**config.mk**
```make
export PLATFORM = sky130hd
export DESIGN_NAME = result_transmitter
export DESIGN_NICKNAME = d
export VERILOG_FILES = /design/src/rtl/result_transmitter.sv
export SDC_FILE = /design/constraint.sdc
export NUM_CORES = 1
export LEC_CHECK = 0
export CORE_ASPECT_RATIO = 1.4
export CORE_MARGIN = 2
export CORE_UTILIZATION = 56
export CTS_BUF_LIST = sky130_fd_sc_hd__clkbuf_16
export DETAILED_ROUTE_END_ITERATION = 16
export GPL_TIMING_DRIVEN = 0
export PLACE_DENSITY = 0.95
export SYNTH_ARGS = -nofsm -noshare
export SYNTH_HDL_FRONTEND = slang
export SYNTH_SLANG_ARGS = --single-unit
export TNS_END_PERCENT = 50
```
**constraint.sdc**
```tcl
create_clock -name clk -period 5.05 [get_ports clk]
set_clock_uncertainty 0.1 [all_clocks]
set_input_delay 0.505 -clock clk [delete_from_list [all_inputs] [get_ports clk]]
set_output_delay 0.505 -clock clk [all_outputs]
set_load 0.005 [all_outputs]
```
**src/rtl/result_transmitter.sv**
```systemverilog
`default_nettype none
// ============================================================================
//  Module   : result_transmitter
//  Purpose  : Transmit-side framer for the matrix-vector accelerator. Latches a
//             result vector and its length on start, then hands a framed
//             packet to the UART transmitter one byte at a time:
//                 FE, LEN, 05, element[0] .. element[LEN-1], EF
//             LEN is the requested length saturated to WORD_LENGTH.
//  Ports    : clk            - system clock, rising edge
//             reset          - synchronous active-high reset
//             start          - one-cycle send request, honoured only when idle
//             Result_Vector  - WORD_LENGTH elements, element i at [i*W +: W]
//             Result_length  - number of valid elements
//             tx_done        - UART TX finished shifting the current byte
//             Transmit       - one-cycle strobe, DataToTransmit is valid
//             DataToTransmit - byte being sent, stable until tx_done
//             busy           - a frame is in progress
//             done           - one-cycle pulse after the tail byte completes
//  Revision : 1.0 - initial release
// ============================================================================
module result_transmitter #(
    parameter int WORD_LENGTH = 8
) (
    input  logic                                 clk,
    input  logic                                 reset,
    input  logic                                 start,
    input  logic [WORD_LENGTH*WORD_LENGTH-1:0]   Result_Vector,
    input  logic [WORD_LENGTH-1:0]               Result_length,
    input  logic                                 tx_done,
    output logic                                 Transmit,
    output logic [WORD_LENGTH-1:0]               DataToTransmit,
    output logic                                 busy,
    output logic                                 done
);

    // Byte index spans 0 .. WORD_LENGTH+3
    localparam int C_IDX_W  = $clog2(WORD_LENGTH + 4);
    localparam int C_ELEM_W = (WORD_LENGTH > 1) ? $clog2(WORD_LENGTH) : 1;

    localparam logic [WORD_LENGTH-1:0] C_HEADER  = WORD_LENGTH'(8'hFE);
    localparam logic [WORD_LENGTH-1:0] C_CMD     = WORD_LENGTH'(8'h05);
    localparam logic [WORD_LENGTH-1:0] C_TAIL    = WORD_LENGTH'(8'hEF);
    localparam logic [WORD_LENGTH-1:0] C_MAX_LEN = WORD_LENGTH'(WORD_LENGTH);

    typedef enum logic [1:0] {
        S_IDLE = 2'd0,
        S_SEND = 2'd1,
        S_WAIT = 2'd2,
        S_DONE = 2'd3
    } state_t;

    state_t                  r_state;
    logic [C_IDX_W-1:0]      r_idx;
    logic [WORD_LENGTH-1:0]  r_len;
    logic [WORD_LENGTH-1:0]  r_elem [WORD_LENGTH];
    logic                    r_transmit;
    logic [WORD_LENGTH-1:0]  r_data;
    logic                    r_busy;
    logic                    r_done;

    state_t                  w_next_state;
    logic [C_IDX_W-1:0]      w_next_idx;
    logic                    w_capture;
    logic [C_IDX_W-1:0]      w_tail_idx;
    logic [C_ELEM_W-1:0]     w_elem_sel;
    logic [WORD_LENGTH-1:0]  w_next_byte;
    logic [WORD_LENGTH-1:0]  w_len_sat;

    assign w_len_sat  = (Result_length > C_MAX_LEN) ? C_MAX_LEN : Result_length;
    assign w_tail_idx = C_IDX_W'(r_len) + C_IDX_W'(3);
    assign w_elem_sel = C_ELEM_W'(w_next_idx - C_IDX_W'(3));

    // Next state and next byte index
    always_comb begin
        w_next_state = r_state;
        w_next_idx   = r_idx;
        w_capture    = 1'b0;
        case (r_state)
            S_IDLE: begin
                if (start) begin
                    w_capture    = 1'b1;
                    w_next_idx   = '0;
                    w_next_state = S_SEND;
                end
            end
            S_SEND: begin
                w_next_state = S_WAIT;
            end
            S_WAIT: begin
                if (tx_done) begin
                    if (r_idx == w_tail_idx) begin
                        w_next_state = S_DONE;
                    end else begin
                        w_next_idx   = r_idx + C_IDX_W'(1);
                        w_next_state = S_SEND;
                    end
                end
            end
            S_DONE: begin
                w_next_state = S_IDLE;
            end
            default: begin
                w_next_state = S_IDLE;
            end
        endcase
    end

    // Byte selected by the upcoming index. Index 0 is the constant header, so
    // the captured registers are never needed in the same cycle they load.
    always_comb begin
        w_next_byte = r_elem[w_elem_sel];
        if (w_next_idx == C_IDX_W'(0)) begin
            w_next_byte = C_HEADER;
        end else if (w_next_idx == C_IDX_W'(1)) begin
            w_next_byte = r_len;
        end else if (w_next_idx == C_IDX_W'(2)) begin
            w_next_byte = C_CMD;
        end else if (w_next_idx == w_tail_idx) begin
            w_next_byte = C_TAIL;
        end
    end

    // State, captured frame contents and registered outputs. Outputs are
    // derived from the next state so they line up with the state they describe.
    always_ff @(posedge clk) begin
        if (reset) begin
            r_state    <= S_IDLE;
            r_idx      <= '0;
            r_len      <= '0;
            r_transmit <= 1'b0;
            r_data     <= '0;
            r_busy     <= 1'b0;
            r_done     <= 1'b0;
            for (int i = 0; i < WORD_LENGTH; i++) begin
                r_elem[i] <= '0;
            end
        end else begin
            r_state    <= w_next_state;
            r_idx      <= w_next_idx;
            r_transmit <= (w_next_state == S_SEND);
            r_busy     <= (w_next_state != S_IDLE);
            r_done     <= (w_next_state == S_DONE);
            if (w_next_state == S_SEND) begin
                r_data <= w_next_byte;
            end
            if (w_capture) begin
                r_len <= w_len_sat;
                for (int i = 0; i < WORD_LENGTH; i++) begin
                    r_elem[i] <= Result_Vector[i*WORD_LENGTH +: WORD_LENGTH];
                end
            end
        end
    end

    assign Transmit       = r_transmit;
    assign DataToTransmit = r_data;
    assign busy           = r_busy;
    assign done           = r_done;

endmodule
`default_nettype wire

```
==> results of run 1 <==
==> logic make-up after synthesis <==
group | Yosys count | synth area share, %
multiplexers | 27 | 11.3
flip-flops | 89 | 55.7
AO/OA/AOI/OAI | 41 | 6.64
AND/OR/NAND/NOR | 126 | 17.7
adder cells (fa/ha/maj) | 6 | 1.73
buffers and inverters | 31 | 3.05
XOR/XNOR | 14 | 3.91
==> worst register-to-register path, delay by kind of cell (launching register included) <==
| family | cells | cell delay, ns |
|---|---|---|
| buffers and inverters | 3 | 1.05 |
| multiplexers | 2 | 0.73 |
| adder cells (fa/ha/maj) | 2 | 0.62 |
| AND/OR/NAND/NOR | 4 | 0.53 |
| flip-flops | 1 | 0.49 |
| XOR/XNOR | 2 | 0.41 |
| AO/OA/AOI/OAI | 1 | 0.13 |
==> sequential cells by signal (all words and copies together), names as in the netlist <==
name / count
r_state: 2
r_len: 8
busy: 1
r_elem: 64
Transmit: 1
r_idx: 4
DataToTransmit: 8
done: 1
==> cells in the final DEF, fill, tap and decap left out, types with 2 or more instances in the layout <==
cell type | synthesis | final
a21oi_1 | 11 | 11
a22oi_1 | 3 | 3
a31oi_1 | 5 | 5
a41oi_2 | 2 | 2
and2_1 | 52 | 52
buf_1 | 3 | 3
clkbuf_1 | 14 | 14
clkbuf_16 | 0 | 9
clkdlybuf4s50_1 | 0 | 86
clkinv_2 | 0 | 3
dfxtp_1 | 25 | 25
edfxtp_1 | 64 | 64
ha_1 | 6 | 6
inv_1 | 11 | 13
mux2i_1 | 10 | 10
mux4_1 | 5 | 5
mux4_2 | 11 | 11
nand2_1 | 7 | 7
nand2_4 | 2 | 2
nand3b_1 | 3 | 3
nor2_1 | 18 | 18
nor2b_1 | 21 | 21
nor3_1 | 3 | 3
nor4_1 | 3 | 3
nor4b_1 | 5 | 5
o211ai_1 | 2 | 2
o21ai_0 | 3 | 3
o31ai_1 | 6 | 6
or3_1 | 3 | 3
xnor2_1 | 4 | 4
xor2_1 | 6 | 6
xor2_2 | 2 | 2
==> worst paths after layout <==
| path | end | depth (start not counted) | from |
|---|---|---|---|
| min reg2reg | r_len[4] | 1 | r_len[4] |
| max reg2reg | DataToTransmit[7] | 14 | r_len[0] |
| min | r_len[4] | 1 | r_len[4] |
| max | DataToTransmit[7] | 14 | r_len[0] |
==> cell type report <==
cell class | count | area (µm²) | area share [%]
flip-flops and latches | 89 | 2420 | 43.1
clock inverters | 7 | 32.5 | 0.579
multi-input cells | 214 | 1800 | 32.0
plain buffers | 19 | 82.6 | 1.47
well taps | 100 | 125 | 2.23
repair buffers | 87 | 881 | 15.7
clock buffers | 9 | 225 | 4.01
inverters | 12 | 50.0 | 0.891
==> per-layer routing <==
metal  global-route usage (%)  vias up  share of wire, %
met4                     13.4        0               3.3
met2                     45.3      125                55
li1                         -     1409                 -
met3                     6.84       27               5.1
met5                        0        -                 0
met1                     28.6     1447                37
==> power groups by stage <==
stage                     Sequential, mW  Clock, mW  Combinational (mW)
after detailed placement           0.882          0               0.217
after global placement             0.878          0               0.206
after global routing               0.873      0.628               0.236
after floorplan                    0.875          0               0.110
after CTS                          0.868      0.598               0.221
final                              0.867      0.592               0.220
==> per-stage QoR <==
stage | cell area, µm² | setup WS [ns] | power, mW | util, % | hold slack [ns]
floorplan | 4350 | 1.70 | 0.984 | - | 0.321
global placement | 5340 | 0.798 | 1.08 | 69.7 | 0.338
detailed placement | 5360 | 0.929 | 1.10 | 70.0 | 0.342
CTS | 5610 | 0.856 | 1.69 | 73.3 | 0.359
global route | 5610 | 0.660 | 1.74 | 73.3 | 0.383
finish | 5610 | 0.874 | 1.68 | 73.3 | 0.358
==> metrics.md, run 1 <==
| Metric | Value |
|---|---|
| Fmax | `239 MHz` |
| Max incr delay on CP | `0.54 ns` |
| Psw | `between 300 and 400 µW` |
| Synth Instances | `around 330` |
| Power share of the clock group | `35.3%` |
| GR Overflow Total | `0` |
| Synth area leader | `edfxtp_1` |
| H-tree lvl count | `3` |
| Syn Area/Cell | `roughly 13 µm²` |
| Netlist Area Pre-Place | `around 0.0044 mm²` |
| Root Buffer | `clkbuf_16` |
| Initial Utilization | `between 50% and 60%` |
| Int Power | `about 1.3 mW` |
| Min Tclk post-route | `~4.2 ns` |
| Synth area leaders | `edfxtp_1, dfxtp_1, and2_1` |
| PD cells | `roughly 300 mW/mm²` |
| Post-synth EDFFs | `64` |
| Post-CTS Setup Inserts | `0` |
| Critical path type | `reg2reg` |
| Number of synthesis warnings | `0` |
| Combinational share of power | `roughly an eighth` |
| Drt drc | `0` |
| WL/cell | `between 15 and 20 µm` |
| Slowest CP cell | `clkbuf_1` |
| Die ar. | `~0.0085 mm²` |
| Sw Share | `between 20% and 30%` |
| First-pass GRT wire length | `roughly 16 mm` |
| Critical path peak fanout | `10` |
| Slew @ Worst Pin | `between 0.7 and 0.8 ns` |
| Clock sinks | `around 90` |
| Hold Crit Class | `reg2reg` |
| Hold-fix buffers, CTS | `0` |
| Maximum number of pins on one net before global-route repair | `46` |
| Die Ht | `about 110 µm` |
| Worst Setup End Kind | `register` |
| GRT Overall Usage | `between 20% and 30%` |
| Vias per inst | `5.60` |
| IO buf count | `86` |
| Post-Syn Nets | `roughly 420` |
| CTS tree | `built` |
| TNS Setup | `0 ns` |
| CP required | `slightly above 5 ns` |
| Flop pwr share | `approximately 52%` |
| Setup Viol. Count Final | `0` |
| Dpl cells | `between 500 and 600` |
| Vias | `between 3000 and 4000` |
| First-pass DRT Iterations | `5` |
| Yosys cell types | `between 50 and 60` |
| Reg2reg setup slack | `0.87 ns` |
| Asr flop ratio synth | `0%` |
| CP delay by family, top | `buffers and inverters` |
| Core area | `between 0.007 and 0.008 mm²` |
| Most frequent cells after synthesis | `edfxtp_1, and2_1, dfxtp_1` |
| ANT nets after route | `0` |
| Total CTS buffers | `9` |
| Share of cells above drive strength 1 | `approximately a tenth` |
| Maximum VDD drop | `356 µV` |
| Leakage | `between 2 and 2.5 nW` |
| Nets@finish | `a little over 500` |
| Post-CTS Resized | `0` |
| Antenna diodes | `0` |
| Final hold violation count | `0` |
| CP startpoint kind | `register` |
| Top FF cell, synth | `edfxtp_1` |
| Synthesis-to-finish area growth | `29.0%` |
| Max-cap violations | `0` |
| Final Wtd Congestion | `between 0.8 and 0.9` |
| Crit share post-route | `between 80% and 90%` |
| FP Rows | `38` |
| #FFs+latches synth | `a little under 90` |
| Clk Latency, worst-skew pair | `0.34 ns` |
| Non-Filler Instances | `between 500 and 600` |
| Width of the die | `slightly below 80 µm` |
| Post-DP HPWL | `about 7.4 mm` |
| Most frequent cell after synthesis | `edfxtp_1` |
| Vias in the first global route | `3213` |
| Initial antenna violation count | `0` |
| Io pins | `87` |
| Outcome | `complete, no violations` |
| CTS clk-pin slew, worst paths | `about 0.060 ns` |
| Initial drt markers | `approximately 190` |
| CTS max path bufs | `2` |
| Drt total wl | `around 10 mm` |
| Max-slew violations | `0` |
| Crit path buf inv count | `3` |
| CP cell instances | `inv_1 -> ha_1 -> xor2_1 -> and3b_2 -> nand2_4 -> nand2_4 -> xor2_4 -> nor2_4 -> ha_1 -> buf_1 -> clkbuf_1 -> mux4_1 -> mux2i_1 -> a31oi_1` |
| Critical Path AT | `roughly 4.3 ns` |
| Post-synthesis sequential area ratio | `55.7%` |
| Top-area cell type share of the netlist area | `44.2%` |
| RSZ-0062 raised after global routing | `no` |
| Number of fillers in the final layout | `~460` |
| Slew HR | `roughly 52%` |
(Power assumes the default switching activity.)
==> run 2, diff against run 1 <==
--- a/config.mk
+++ b/config.mk
@@ -7,11 +7,11 @@
 export LEC_CHECK = 0
 export CORE_ASPECT_RATIO = 1.4
 export CORE_MARGIN = 2
-export CORE_UTILIZATION = 56
+export CORE_UTILIZATION = 47
 export CTS_BUF_LIST = sky130_fd_sc_hd__clkbuf_16
 export DETAILED_ROUTE_END_ITERATION = 16
 export GPL_TIMING_DRIVEN = 0
-export PLACE_DENSITY = 0.95
+export PLACE_DENSITY = 0.89
 export SYNTH_ARGS = -nofsm -noshare
 export SYNTH_HDL_FRONTEND = slang
 export SYNTH_SLANG_ARGS = --single-unit
==> constraint.sdc (replaced) <==
create_clock -name clk -period 3.7 [get_ports clk]
set_clock_uncertainty 0.1 [all_clocks]
set_input_delay 0.37 -clock clk [delete_from_list [all_inputs] [get_ports clk]]
set_output_delay 0.37 -clock clk [all_outputs]
set_load 0.005 [all_outputs]
==> run 2 against run 1 <==
Clock power is 57% higher. Highest routed layer unchanged. Register-to-register slack got worse by 0.68 ns. Routed wire length down 1.6%. Total power grew 44%. Global-route usage is 4.8 points lower. Die area is 18% higher.
==> metrics.md, run 2 (synthesized netlist as in run 1, its figures left out) <==
| Metric | Value |
|---|---|
| Outcome | `complete, no violations (unchanged)` |
| Drt total wl | `9.97 mm (was 10.1 mm)` |
| Root Buffer | `clkbuf_16 (unchanged)` |
| Most flops, register | `r_elem (unchanged)` |
| Critical Path AT | `3.65 ns (was 4.30 ns)` |
| Post-route cell area | `0.00569 mm² (was 0.00561 mm²)` |
| Crit path buf inv count | `1 (was 3)` |
| Commonest non-fill, non-tap cell in the layout | `clkdlybuf4s50_1 (unchanged)` |
| Initial antenna violation count | `0 (unchanged)` |
| FP Rows | `41 (was 38)` |
| Non-Filler Instances | `542 (was 537)` |
| Clk Latency, worst-skew pair | `0.34 ns (about the same)` |
| Crit share post-route | `94.8% (was 82.7%)` |
| Maximum VDD drop | `309 µV (was 356 µV)` |
| CP cell instances | `inv_1 -> ha_1 -> xor2_1 -> and3b_2 -> nand2_4 -> nand2_4 -> xor2_4 -> nor2_4 -> ha_2 -> mux4_2 -> mux2_2 -> a41o_1 (was inv_1 -> ha_1 -> xor2_1 -> and3b_2 -> nand2_4 -> nand2_4 -> xor2_4 -> nor2_4 -> ha_1 -> buf_1 -> clkbuf_1 -> mux4_1 -> mux2i_1 -> a31oi_1)` |
| Post-DP Area | `0.00537 mm² (was 0.00536 mm²)` |
| Setup Viol. Count Final | `0 (unchanged)` |
| Initial drt markers | `217 (was 192)` |
| Slowest CP cell | `mux4_2 (was clkbuf_1)` |
| Core area | `0.00903 mm² (was 0.00765 mm²)` |
| WL/cell | `18.4 µm (was 18.9 µm)` |
| Critical path type | `reg2reg (unchanged)` |
| Clock sinks | `89 (unchanged)` |
| Worst Setup End Kind | `register (unchanged)` |
| RSZ-0062 raised after global routing | `no (unchanged)` |
| Maximum number of pins on one net before global-route repair | `42 (was 46)` |
| Io pins | `87 (unchanged)` |
| First-pass GRT wire length | `16.1 mm (was 16.0 mm)` |
| Nets@finish | `512 (was 514)` |
| CTS clk-pin slew, worst paths | `0.07 ns (was 0.06 ns)` |
| Hold Crit Class | `reg2reg (unchanged)` |
| Post-DP HPWL | `7.33 mm (was 7.36 mm)` |
| Vias per inst | `5.56 (was 5.60)` |
| Leakage | `2.11 nW (about the same)` |
| Drt drc | `0 (unchanged)` |
| Max-slew violations | `0 (unchanged)` |
| Min Tclk post-route | `3.51 ns (was 4.18 ns)` |
| CTS max path bufs | `2 (unchanged)` |
| Vias | `3014 (was 3008)` |
| CTS tree | `built (unchanged)` |
| Vias in the first global route | `3321 (was 3213)` |
| Post-layout util | `63.0% (was 73.3%)` |
| PD cells | `424 mW/mm² (was 299 mW/mm²)` |
| Final hold violation count | `0 (unchanged)` |
| Antenna diodes | `0 (unchanged)` |
| ANT nets after route | `0 (unchanged)` |
| Synthesis-to-finish area growth | `30.7% (was 29.0%)` |
| Dpl cells | `528 (was 521)` |
| Initial Utilization | `48.2% (was 56.8%)` |
| First-pass DRT Iterations | `4 (was 5)` |
| CP delay by family, top | `multiplexers (was buffers and inverters)` |
| CP required | `3.84 ns (was 5.17 ns)` |
| Die Ht | `118 µm (was 108 µm)` |
| GR Overflow Total | `0 (unchanged)` |
| Share of cells above drive strength 1 | `12.0% (was 9.84%)` |
| Max-cap violations | `0 (unchanged)` |
| Width of the die | `85.3 µm (was 78.5 µm)` |
| Max reg flops | `64 (unchanged)` |
| Slew @ Worst Pin | `0.891 ns (was 0.716 ns)` |
| Fmax | `285 MHz (was 239 MHz)` |
| Most used cell, CP | `nand2_4` |
| Most frequent cells in the layout | `clkdlybuf4s50_1, edfxtp_1, and2_1 (unchanged)` |
| Hold-fix buffers, CTS | `0 (unchanged)` |
| IO buf count | `86 (unchanged)` |
| Critical path peak fanout | `7 (was 10)` |
| Total CTS buffers | `9 (unchanged)` |
| Max incr delay on CP | `0.53 ns (was 0.54 ns)` |
| GRT Overall Usage | `21.0% (was 25.8%)` |
| H-tree lvl count | `3 (unchanged)` |
| Slew HR | `40.6% (was 52.3%)` |
| Die ar. | `0.0101 mm² (was 0.00850 mm²)` |
| CP startpoint kind | `register (unchanged)` |
| Final Wtd Congestion | `0.821 (was 0.846)` |
[run 2: metal layers]
metal  track usage (%)  vias up  wire length, µm
met5                 0        -                0
met4              10.8        0              330
met3              4.63       27              489
met2              38.4      111             5500
met1              21.9     1460             3650
li1                  -     1416                -
[run 2: power by group]
part	switching, mW	total (mW)	leakage [nW]	internal, mW
clock network	0.402	0.930	0.142	0.528
logic	0.127	0.301	1.07	0.174
registers	0.0266	1.18	0.895	1.15
[run 2: final timing paths]
check,startpoint,to,slack (ns),depth (start not counted)
hold reg to reg,r_len[4],r_len[4],0.36,1
setup reg to reg,r_len[0],DataToTransmit[4],0.19,12
hold / removal,r_len[4],r_len[4],0.36,1
setup / recovery,r_len[0],DataToTransmit[4],0.19,12
[run 2: what timing repair did]
action                                  4_1_cts  5_1_grt
cloned                                        0        0
setup buffers                                 0        0
gates resized for setup                       6        3
pin swaps                                     0        0
endpoints found under the setup margin        7        7
hold endpoints to repair                      0        0
[run 2: metrics by stage]
step                setup TNS, ns  total power, mW  hold slack, ns  setup WS [ns]
detailed placement          -2.71             1.50           0.345         -0.510
global placement           -22.07             1.48           0.339         -0.324
CTS                             0             2.42           0.361         0.0384
finish                          0             2.41           0.364          0.194
global route                    0             2.49           0.383        0.00451
floorplan                       0             1.34           0.321          0.346
[run 2: area by class of cell]
class | count | area [µm²]
fill | 672 | 3340
sequential | 89 | 2420
multi-input combinational | 214 | 1820
timing repair buffer | 87 | 881
clock buffer | 9 | 225
tap | 107 | 134
buffer | 17 | 80.1
clock inverter | 7 | 76.3
inverter | 12 | 50.0
